`src/rtl/alu_serial_seq_if.sv`:
```
// Request/response bundle between the control path and the bit-serial ALU sequencer.
// The master issues start/mode/operands; the slave returns ready/done and the results.
interface alu_serial_seq_if #(
   parameter int WIDTH = 4
);
   logic             start;
   logic [1:0]       mode;
   logic [WIDTH-1:0] a;
   logic [WIDTH-1:0] b;
   logic             ready;
   logic             done;
   logic [WIDTH-1:0] result;
   logic             carry_out;
   logic [1:0]       cmp_code;

   modport master (
      output start, mode, a, b,
      input  ready, done, result, carry_out, cmp_code
   );

   modport slave (
      input  start, mode, a, b,
      output ready, done, result, carry_out, cmp_code
   );
endinterface

```
`src/rtl/alu_serial_seq.sv`:
```
// Bit-serial sequencer driving a single combinational 1-bit ALU slice: add/sub LSB-first
// with carry/borrow feedback, compare MSB-first with 2-bit state feedback, bitwise AND.
module alu_serial_seq #(
   parameter int WIDTH = 4
) (
   input  logic              clk,
   input  logic              rst_n,
   alu_serial_seq_if.slave   bus,
   output logic              alu_m1,
   output logic              alu_m0,
   output logic              alu_a,
   output logic              alu_b,
   output logic              alu_cin,
   output logic              alu_c1,
   output logic              alu_c0,
   input  logic              alu_f,
   input  logic              alu_cout
);
   localparam int IW = $clog2(WIDTH);
   localparam logic [IW-1:0] LAST = IW'(WIDTH - 1);

   localparam logic [1:0] MODE_ADD = 2'b00;
   localparam logic [1:0] MODE_SUB = 2'b01;
   localparam logic [1:0] MODE_CMP = 2'b10;

   typedef enum logic [1:0] {S_IDLE, S_RUN, S_DONE} state_t;

   state_t           state_q, state_d;
   logic [IW-1:0]    idx_q, idx_d;
   logic [1:0]       chain_q, chain_d;
   logic [1:0]       mode_q, mode_d;
   logic [WIDTH-1:0] a_q, a_d;
   logic [WIDTH-1:0] b_q, b_d;
   logic [WIDTH-1:0] result_q, result_d;
   logic             carry_q, carry_d;
   logic [1:0]       cmp_q, cmp_d;
   logic             done_q, done_d;
   logic             is_cmp, last_step;

   always_comb begin
      state_d   = state_q;
      idx_d     = idx_q;
      chain_d   = chain_q;
      mode_d    = mode_q;
      a_d       = a_q;
      b_d       = b_q;
      result_d  = result_q;
      carry_d   = carry_q;
      cmp_d     = cmp_q;
      done_d    = (state_q == S_DONE);
      alu_m1    = 1'b0;
      alu_m0    = 1'b0;
      alu_a     = 1'b0;
      alu_b     = 1'b0;
      alu_cin   = 1'b0;
      alu_c1    = 1'b0;
      alu_c0    = 1'b0;
      is_cmp    = (mode_q == MODE_CMP);
      last_step = is_cmp ? (idx_q == '0) : (idx_q == LAST);

      case (state_q)
         S_IDLE: begin
            if (bus.start) begin
               state_d  = S_RUN;
               a_d      = bus.a;
               b_d      = bus.b;
               mode_d   = bus.mode;
               chain_d  = 2'b00;
               idx_d    = (bus.mode == MODE_CMP) ? LAST : '0;
               result_d = '0;
               carry_d  = 1'b0;
               cmp_d    = 2'b00;
            end
         end
         S_RUN: begin
            alu_m1 = mode_q[1];
            alu_m0 = mode_q[0];
            alu_a  = a_q[idx_q];
            alu_b  = b_q[idx_q];
            case (mode_q)
               MODE_ADD, MODE_SUB: begin
                  alu_cin         = chain_q[0];
                  result_d[idx_q] = alu_f;
                  chain_d[0]      = alu_cout;
                  if (last_step) carry_d = alu_cout;
               end
               MODE_CMP: begin
                  // slice reports the running verdict on {F, Cout}; feed it back unmodified
                  alu_c1  = chain_q[1];
                  alu_c0  = chain_q[0];
                  chain_d = {alu_f, alu_cout};
                  if (last_step) cmp_d = {alu_f, alu_cout};
               end
               default: result_d[idx_q] = alu_f;
            endcase
            if (last_step) state_d = S_DONE;
            else           idx_d   = is_cmp ? idx_q - 1'b1 : idx_q + 1'b1;
         end
         S_DONE:  state_d = S_IDLE;
         default: state_d = S_IDLE;
      endcase
   end

   always_ff @(posedge clk) begin
      if (!rst_n) begin
         state_q  <= S_IDLE;
         idx_q    <= '0;
         chain_q  <= 2'b00;
         mode_q   <= 2'b00;
         a_q      <= '0;
         b_q      <= '0;
         result_q <= '0;
         carry_q  <= 1'b0;
         cmp_q    <= 2'b00;
         done_q   <= 1'b0;
      end else begin
         state_q  <= state_d;
         idx_q    <= idx_d;
         chain_q  <= chain_d;
         mode_q   <= mode_d;
         a_q      <= a_d;
         b_q      <= b_d;
         result_q <= result_d;
         carry_q  <= carry_d;
         cmp_q    <= cmp_d;
         done_q   <= done_d;
      end
   end

   assign bus.ready     = (state_q == S_IDLE);
   assign bus.done      = done_q;
   assign bus.result    = result_q;
   assign bus.carry_out = carry_q;
   assign bus.cmp_code  = cmp_q;
endmodule

```
`src/flat_wrapper.sv`:
```
// flat-port wrapper written by rule: the top's interface ports become plain ports
module alu_serial_seq_flat 
#(
   parameter int WIDTH = 4
)
  (clk, rst_n, alu_m1, alu_m0, alu_a, alu_b, alu_cin, alu_c1, alu_c0, alu_f, alu_cout, bus_start, bus_mode, bus_a, bus_b, bus_ready, bus_done, bus_result, bus_carry_out, bus_cmp_code);
  alu_serial_seq_if #(.WIDTH(WIDTH)) bus_i ();
  input  logic clk;
  input  logic rst_n;
  output logic alu_m1;
  output logic alu_m0;
  output logic alu_a;
  output logic alu_b;
  output logic alu_cin;
  output logic alu_c1;
  output logic alu_c0;
  input  logic alu_f;
  input  logic alu_cout;
  input wire logic [$bits(bus_i.start)-1:0] bus_start;
  input wire logic [$bits(bus_i.mode)-1:0] bus_mode;
  input wire logic [$bits(bus_i.a)-1:0] bus_a;
  input wire logic [$bits(bus_i.b)-1:0] bus_b;
  output wire logic [$bits(bus_i.ready)-1:0] bus_ready;
  output wire logic [$bits(bus_i.done)-1:0] bus_done;
  output wire logic [$bits(bus_i.result)-1:0] bus_result;
  output wire logic [$bits(bus_i.carry_out)-1:0] bus_carry_out;
  output wire logic [$bits(bus_i.cmp_code)-1:0] bus_cmp_code;
  assign bus_i.start = bus_start;
  assign bus_i.mode = bus_mode;
  assign bus_i.a = bus_a;
  assign bus_i.b = bus_b;
  assign bus_ready = bus_i.ready;
  assign bus_done = bus_i.done;
  assign bus_result = bus_i.result;
  assign bus_carry_out = bus_i.carry_out;
  assign bus_cmp_code = bus_i.cmp_code;
  alu_serial_seq #(.WIDTH(WIDTH)) u_core (.clk(clk), .rst_n(rst_n), .bus(bus_i), .alu_m1(alu_m1), .alu_m0(alu_m0), .alu_a(alu_a), .alu_b(alu_b), .alu_cin(alu_cin), .alu_c1(alu_c1), .alu_c0(alu_c0), .alu_f(alu_f), .alu_cout(alu_cout));
endmodule
```
`config.mk`:
```
export PLATFORM = sky130hd
export DESIGN_NAME = alu_serial_seq_flat
export DESIGN_NICKNAME = d
export VERILOG_FILES = /design/src/rtl/alu_serial_seq_if.sv /design/src/rtl/alu_serial_seq.sv /design/src/flat_wrapper.sv
export SDC_FILE = /design/constraint.sdc
export NUM_CORES = 1
export LEC_CHECK = 0
export CAP_MARGIN = 15
export CELL_PAD_IN_SITES_DETAIL_PLACEMENT = 1
export CELL_PAD_IN_SITES_GLOBAL_PLACEMENT = 2
export CORE_ASPECT_RATIO = 0.5
export CORE_UTILIZATION = 29
export CTS_CLUSTER_DIAMETER = 150
export DETAILED_ROUTE_END_ITERATION = 8
export HOLD_SLACK_MARGIN = 0.02
export PLACE_DENSITY_LB_ADDON = 0.1
export SETUP_SLACK_MARGIN = 0.3
export SLEW_MARGIN = 20
export SYNTH_ARGS = -nofsm -noshare
export SYNTH_HDL_FRONTEND = slang
export SYNTH_SLANG_ARGS = --single-unit
export TNS_END_PERCENT = 100
```
`constraint.sdc`:
```
create_clock -name clk -period 4 [get_ports clk]
set_input_delay 0.8 -clock clk [delete_from_list [all_inputs] [get_ports clk]]
set_output_delay 0.8 -clock clk [all_outputs]
set_load 0.02 [all_outputs]
```
==> summary by stage <==
Status
The flow ran to the end, and the final reports show no timing, DRC or antenna violations.

Timing
The number of setup violations in the final report is 0. The highest attainable clock frequency is 334 MHz. The tightest slew margin relative to the limit is 51.1%.

The number of hold violations in the final report is 0. At the pin with the least slew margin, the transition time is 0.732 ns. The clock arrives with 0.00486 ns of skew. Of the available clock period, the critical path in the final layout requires 74.8%. The final number of max-transition violations is 0. The worst setup slack after layout is 1.01 ns. The post-route minimum period is 2.99 ns. The final setup TNS is 0 ns. Setup repair after global routing left no endpoint under its margin.

Route
The number of violations reported at the end of detailed-routing iteration 0 is 32. In the routed layout, each cell is associated on average with a via count of 4.92. The via count is 1077. The total routed wirelength is 3020 um.

After detailed routing, the number of remaining DRC violations is 0. The number of iterations in the first detailed-routing pass is 4. The count of antenna-violating nets left after detailed routing is 0. After detailed routing, the average wire length per cell comes to 13.8 um.

Worst setup path
Along the worst path, the maximum fanout reaches 12. The kind of cell adding the most delay to the critical path is buffers and inverters. The capture instance of the worst register-to-register path is u_core.idx_q[0]$_SDFFE_PN0P_. The critical path goes through nor2b_1 > buf_4 > and2_1 > clkdlybuf4s50_1. The count of cells along the worst register-to-register path is 5. The slack of the worst reg-to-reg path is 2.27 ns.

The slowest cell on the critical path is sky130_fd_sc_hd__clkdlybuf4s50_1. By startpoint and endpoint, the worst setup path is classified as register to primary output. The critical path arrival is 2.19 ns.

The delay contributed by the slowest stage of the critical path is 0.61 ns. The worst reg2reg path startpoint is u_core.state_q[0]$_SDFFE_PN0P_. Data on the critical path is required at its endpoint by 3.20 ns. The type of destination of the critical path is a primary output. The number of buffers and inverters on the critical path is 2.

The launching instance or port of the critical path is u_core.state_q[0]$_SDFFE_PN0P_. The critical path startpoint category is a register.

Clock tree
The cts-stage hold buffer count is 0. The number of H-tree branching levels is 1. Clock-pin slew was measured on the worst setup and hold paths at 0.09 ns. The master cell of the clock root buffer is sky130_fd_sc_hd__clkbuf_8.

After clock tree synthesis, the setup repair step added 0 buffers. The number of gates resized after CTS was 0. No sink is reached through more buffers than the 2 on the longest clock path. The clock tree from TritonCTS is done. The clock net in this run drives a total of 24 sinks. The latest clock arrival within the worst-skew pair is 0.27 ns. The number of buffers inserted during clock tree synthesis is 3.

Power
The sequential power share is 49.7%. Net switching is 27.6% of the power. The power spent charging and discharging nets is 147 uW. Cell internal power was estimated by the tool at 387 uW.

The fraction of power consumed by combinational cells is 19.1%. For this design the static power due to leakage is 0.578 nW. Dividing total power by cell area gives a power density of 343 nW/um^2. The largest voltage drop on the vdd net is 107 uV. Per report_power, the clock group accounts for 31.2% of the total.

Synthesis
After synthesis, the most frequently instantiated cells are sky130_fd_sc_hd__nand2_1 (26), sky130_fd_sc_hd__dfxtp_1 (24), sky130_fd_sc_hd__a21oi_1 (21), sky130_fd_sc_hd__nor2_1 (12). The dominant register cell in the synthesized netlist is sky130_fd_sc_hd__dfxtp_1. The synthesis-stage register bit count is 24. The post-synthesis area per instance is 8.24 sq um. The Yosys step of the flow raised 0 warnings. The number of nets handed over by synthesis was 158. The most common cell in the synthesized netlist is sky130_fd_sc_hd__nand2_1.

The synthesized design contains 0 enable-type register cells. Synthesis produced a netlist whose cell count is 143. The netlist uses 34 different library cells. Summed over its instances, the top area cell type makes up 40.8% of the synthesized netlist area. Counting flops with an async set or reset pin after synthesis yields a share of 0%. Sorting the synthesized cells by area gives the leading types as sky130_fd_sc_hd__dfxtp_1 (41%), sky130_fd_sc_hd__a21oi_1 (8.9%), sky130_fd_sc_hd__nand2_1 (8.3%).

The mapped netlist covers 1180 sq um. Sequential cells were found to cover 40.8% of the synthesized design area. The top cell type by total area after synthesis is sky130_fd_sc_hd__dfxtp_1.

Placement
OpenSTA, run right after detailed placement, puts the worst setup slack at 1.32 ns. The final estimated routing congestion in global placement is 0.723. Detailed placement finished with a half-perimeter wire length of 2190 um. In this run the tool buffered the top-level ports with 30 buffer cells.

Cells and area
The count of nets after finishing is 184. The layout cell share with drive strength beyond 1 is 7.14%. The number of filler cells placed in the layout is 449. Across the whole layout, storage elements account for 480 sq um. The area growth from synthesis to layout is 32.2%.

The multi-input combinational cells in the finished layout cover a total of 639 sq um. 0 antenna diodes ended up in the layout.

Hold path
For hold timing, the worst endpoint is u_core.a_q[2]$_SDFFE_PN0P_. The path class of the tightest hold or removal check is register to register. The cell count of the worst hold path is 2. The start point of the worst hold path is u_core.a_q[2]$_SDFFE_PN0P_.

Floorplan
The floorplan step defined a die boundary enclosing 4340 sq um. For this configuration, the core starts out at a cell density of 32.2%. The placeable core area is 3660 sq um. The number of top-level pins is 31. The die is 47.1 um tall. The horizontal die dimension is 92.2 um. The count of standard-cell rows is 15.

Job
Across the run, the number of max-cap violations was 0.

GRT
The initial antenna violation count is 0. The remaining global-route overflow is 0. The first global-routing pass estimated 4910 um of wire. Entering global routing, the biggest net connects 23 pins. Global routing used 15.4% of the available tracks across all layers. The via count of the first global-routing pass is 952.
==> layer usage <==
layer  GRT usage (%)  vias to the layer above  share of wire, %
met5               0                        -                 0
met4            2.81                        0              0.26
met3            5.34                        2               4.8
met2            23.9                       25                43
met1            21.3                      501                52
li1                -                      549                 -
==> placed cells by master, fill, tap and decap left out, types with 2 or more instances in the layout <==
| cell type | instances |
|---|---|
| sky130_fd_sc_hd__nand3_1 | 3 |
| sky130_fd_sc_hd__dfxtp_1 | 24 |
| sky130_fd_sc_hd__and2b_1 | 2 |
| sky130_fd_sc_hd__and2_1 | 4 |
| sky130_fd_sc_hd__buf_4 | 2 |
| sky130_fd_sc_hd__clkbuf_8 | 4 |
| sky130_fd_sc_hd__nand4_1 | 2 |
| sky130_fd_sc_hd__o21ai_0 | 5 |
| sky130_fd_sc_hd__nor3b_1 | 2 |
| sky130_fd_sc_hd__and3_1 | 4 |
| sky130_fd_sc_hd__clkdlybuf4s50_1 | 30 |
| sky130_fd_sc_hd__o21ai_1 | 4 |
| sky130_fd_sc_hd__a21oi_1 | 21 |
| sky130_fd_sc_hd__nor2_1 | 12 |
| sky130_fd_sc_hd__mux4_1 | 2 |
| sky130_fd_sc_hd__nand2_1 | 26 |
| sky130_fd_sc_hd__nor2b_1 | 3 |
| sky130_fd_sc_hd__o211ai_1 | 2 |
==> worst max path at each step <==
| stage | slack, ns | cells past startpoint | to |
|---|---|---|---|
| floorplan | 1.95 | 3 | alu_a |
| global placement | 1.36 | 4 | alu_b |
| detailed placement | 1.32 | 4 | alu_c1 |
| CTS | 0.99 | 4 | alu_b |
| global route | 0.84 | 4 | alu_b |
| finish | 1.01 | 4 | alu_b |
==> power groups by stage <==
stage	combinational, mW	sequential (mW)	clock [mW]
5_1_grt	0.113	0.268	0.181
2_1_floorplan	0.0735	0.262	0
3_3_place_gp	0.102	0.270	0
4_1_cts	0.104	0.265	0.175
6_report	0.102	0.265	0.166
3_5_place_dp	0.103	0.271	0
==> registers in the layout, summed over array words and instances, names as in the netlist <==
register / count
u_core.b_q: 4
u_core.chain_q: 2
u_core.bus.cmp_code: 2
u_core.bus.result: 4
u_core.mode_q: 2
u_core.bus.done: 1
u_core.a_q: 4
u_core.idx_q: 2
u_core.bus.carry_out: 1
u_core.state_q: 2
==> final cells by class <==
| cell class | instances | share of cell area, % |
|---|---|---|
| well taps | 51 | 4.10 |
| inverters | 1 | 0.241 |
| repair buffers | 32 | 20.2 |
| flip-flops and latches | 24 | 30.8 |
| multi-input cells | 107 | 41.0 |
| clock buffers | 4 | 3.53 |
==> worst reg2reg max path, stage by stage (launching register included) <==
cell and delay, ns:
sky130_fd_sc_hd__dfxtp_1 0.54, sky130_fd_sc_hd__nor2b_1 0.39, sky130_fd_sc_hd__buf_4 0.23, sky130_fd_sc_hd__o211a_4 0.19, sky130_fd_sc_hd__mux2i_1 0.19, sky130_fd_sc_hd__nor2_1 0.05
==> through the flow <==
stage          utilization [%]  hold slack (ns)  instance area, sq um  cells  total power [mW]
6_report                  42.6            0.454                  1560    219             0.534
5_1_grt                   42.6            0.480                  1560    219             0.563
4_1_cts                   42.6            0.459                  1560    219             0.544
3_5_place_dp              41.1            0.446                  1500    215             0.374
3_3_place_gp              41.1            0.439                  1500    215             0.372
2_1_floorplan                -            0.432                  1180    143             0.336
==> cells by family (layout without fill, tap and decap cells) <==
group                  after synthesis  count (layout)  share of synthesized area (%)
AO/OA/AOI/OAI                       39              39                           20.2
buffers and inverters               12              37                           4.99
flip-flops                          24              24                           40.8
AND/OR/NAND/NOR                     64              64                           27.8
multiplexers                         4               4                           6.26
No activity file was read; power rests on OpenSTA's default activity.
==> RTL change: new RTL, config.mk and constraints unchanged <==
Encoding of `state_t`: now one-hot (3 bits for 3 states).
--- a/src/rtl/alu_serial_seq.sv
+++ b/src/rtl/alu_serial_seq.sv
@@ -23,7 +23,7 @@
    localparam logic [1:0] MODE_SUB = 2'b01;
    localparam logic [1:0] MODE_CMP = 2'b10;
 
-   typedef enum logic [1:0] {S_IDLE, S_RUN, S_DONE} state_t;
+   typedef enum logic [2:0] {S_IDLE = 3'b001, S_RUN = 3'b010, S_DONE = 3'b100} state_t;
 
    state_t           state_q, state_d;
    logic [IW-1:0]    idx_q, idx_d;
Formal check against the unedited RTL: no difference found for any inputs over 10 cycles, from zero or initial values and one cycle with rst_n low; not proved beyond that.
==> RTL change against the original RTL <==
Synthesized area shrank 0.96%. Critical endpoint is now alu_c1. Design area shrank 1.7%. Critical path type unchanged. Synthesized cell count shrank 3.5%. Sequential share of layout area grew 1.8 points. Wire length grew 0.96%. Power shrank 7.2%. Sequential cell count grew 1. Hold slack gained 0.0027 ns. Setup slack gained 0.0070 ns. Die area shrank 0.93%.
==> RTL change: results (changes against the original RTL) <==
The flow ran to the end, and the final reports show no timing, DRC or antenna violations. The biggest fanout along the worst timing path was 16 (was 12); the largest net degree at the start of global routing was 17 (was 23). Top cells by instance count after synthesis: nand2_1 (32), dfxtp_1 (25), a21oi_1 (23), o21ai_0 (6) (was nand2_1 (26), dfxtp_1 (24), a21oi_1 (21), nor2_1 (12)). The tools report the clock root buffer as clkbuf_8 (unchanged). Fraction of final layout cells with drive strength greater than 1: 0.06707 (was 0.07143). The tools report the antenna diode count as 0 (unchanged). Routability-driven placement congestion ratio: 0.7085 (was 0.7231). The run gives 2185 um (was 2188 um) as the placed wire-length estimate after detailed placement. The logs give 0.0005149 uW (was 0.0005776 uW) for the leakage power summed over all cells and 0.4287 (was 0.4076) for the sequential element share of the synthesized area. STA puts the critical path data arrival time at 2.18 ns.

For the maximum resistive drop on vdd, the log shows 0.1337 mV (was 0.1066 mV). The tools report the launching instance or port of the critical path as u_core.state_q[1]$_SDFFE_PN0P_ (was u_core.state_q[0]$_SDFFE_PN0P_). The critical register-to-register path startpoint was u_core.state_q[0]$_SDFFE_PN1P_ (was u_core.state_q[0]$_SDFFE_PN0P_). Synth top area cells: dfxtp_1 (43%), nand2_1 (10%), a21oi_1 (9.9%), mux4_2 (3.9%), o32ai_1 (3.0%) (was dfxtp_1 (41%), a21oi_1 (8.9%), nand2_1 (8.3%), mux4_1 (4.5%), nor2_1 (3.8%)). Top flip-flop cell by instance count after synthesis: dfxtp_1 (unchanged). For the relative slew slack, the log shows 0.5510 (was 0.5112). Launch point of the worst hold path: u_core.b_q[0]$_SDFFE_PN0P_ (was u_core.a_q[2]$_SDFFE_PN0P_).

The global-route total usage across every layer was 0.1492 (was 0.1542). The slowest cell on the critical path is nor3b_4 (was clkdlybuf4s50_1). The maximum root-to-sink buffer count came out at 2 (unchanged).

The number of iterations in the first detailed-routing pass is 4 (unchanged), and the area after detailed placement is 1486 sq um (was 1503 sq um). The tools report the post-detailed-routing wire length as 3049 um (was 3020 um). Most instantiated library cell after synthesis: nand2_1 (unchanged). The post-route DRC violation count is 0 (unchanged), and the delay of the slowest cell on the worst path is 0.62 ns. The run gives 0 (unchanged) as the initial antenna violation count. The number of vias per cell after detailed routing was 4.944 (was 4.918); the initial DRC count was 29 (was 32). For the count of unique library cells instantiated by Yosys, the log shows 29 (was 34). CTS buffer count: 3 (unchanged). The maximum clock skew at final layout is 0.004366 ns (was 0.004862 ns), and the number of global-route vias before repair is 963 (was 952).

The tools report the final net count as 180 (was 184). The tools report the first-pass GRT wire length as 4740 um (was 4905 um). Async set or reset register ratio after synthesis: 0 (unchanged). Synthesized net count: 153 (was 158).
==> RTL change: cells by family after synthesis <==
group | synth area share
buf+inv | 0.04823
flops | 0.4287
compound gates | 0.2165
mux | 0.04716
simple gates | 0.2594
==> RTL change: worst max-delay path, delay by kind of cell (launching register included) <==
kind | cells | cell delay, ns
AND/OR/NAND/NOR | 2 | 0.88
buffers and inverters | 1 | 0.60
flip-flops | 1 | 0.43
==> RTL change: stage by stage <==
| step | hold WS, ns | std cells | worst slack [ns] |
|---|---|---|---|
| CTS | 0.4605 | 215 | 0.9941 |
| global route | 0.4816 | 215 | 0.8668 |
| floorplan | 0.4331 | 138 | 2.031 |
| detailed placement | 0.4476 | 211 | 1.300 |
| global placement | 0.4405 | 211 | 1.325 |
| finish | 0.4566 | 215 | 1.016 |
==> RTL change: worst paths after layout <==
check | endpoint | slack, ns | cells past startpoint
setup / recovery | alu_c1 | 1.02 | 3
hold / removal | u_core.b_q[0]$_SDFFE_PN0P_ | 0.46 | 2
setup reg to reg | u_core.idx_q[1]$_SDFFE_PN0P_ | 2.18 | 4
hold reg to reg | u_core.b_q[0]$_SDFFE_PN0P_ | 0.46 | 2
==> RTL change: metal layers <==
| layer | wire length [um] | track usage | vias up |
|---|---|---|---|
| li1 | - | - | 542 |
| met1 | 1668 | 0.2016 | 499 |
| met2 | 1230 | 0.2451 | 20 |
| met3 | 142 | 0.05016 | 2 |
| met4 | 8 | 0.01875 | 0 |
| met5 | 0 | 0 | - |
==> RTL change: area by class of cell <==
type	instances	area, sq um
multi-input combinational	102	610.6
fill	432	2110
timing repair buffer	30	300.3
clock buffer	4	45.04
inverter	3	11.26
tap	51	63.81
sequential	25	500.5
==> RTL change: report_power, final <==
group          total (uW)  internal [uW]  switching (uW)
logic                73.3           33.8            39.5
clock network         152           71.3            81.1
registers             270            258            11.3
total                 495            363             132
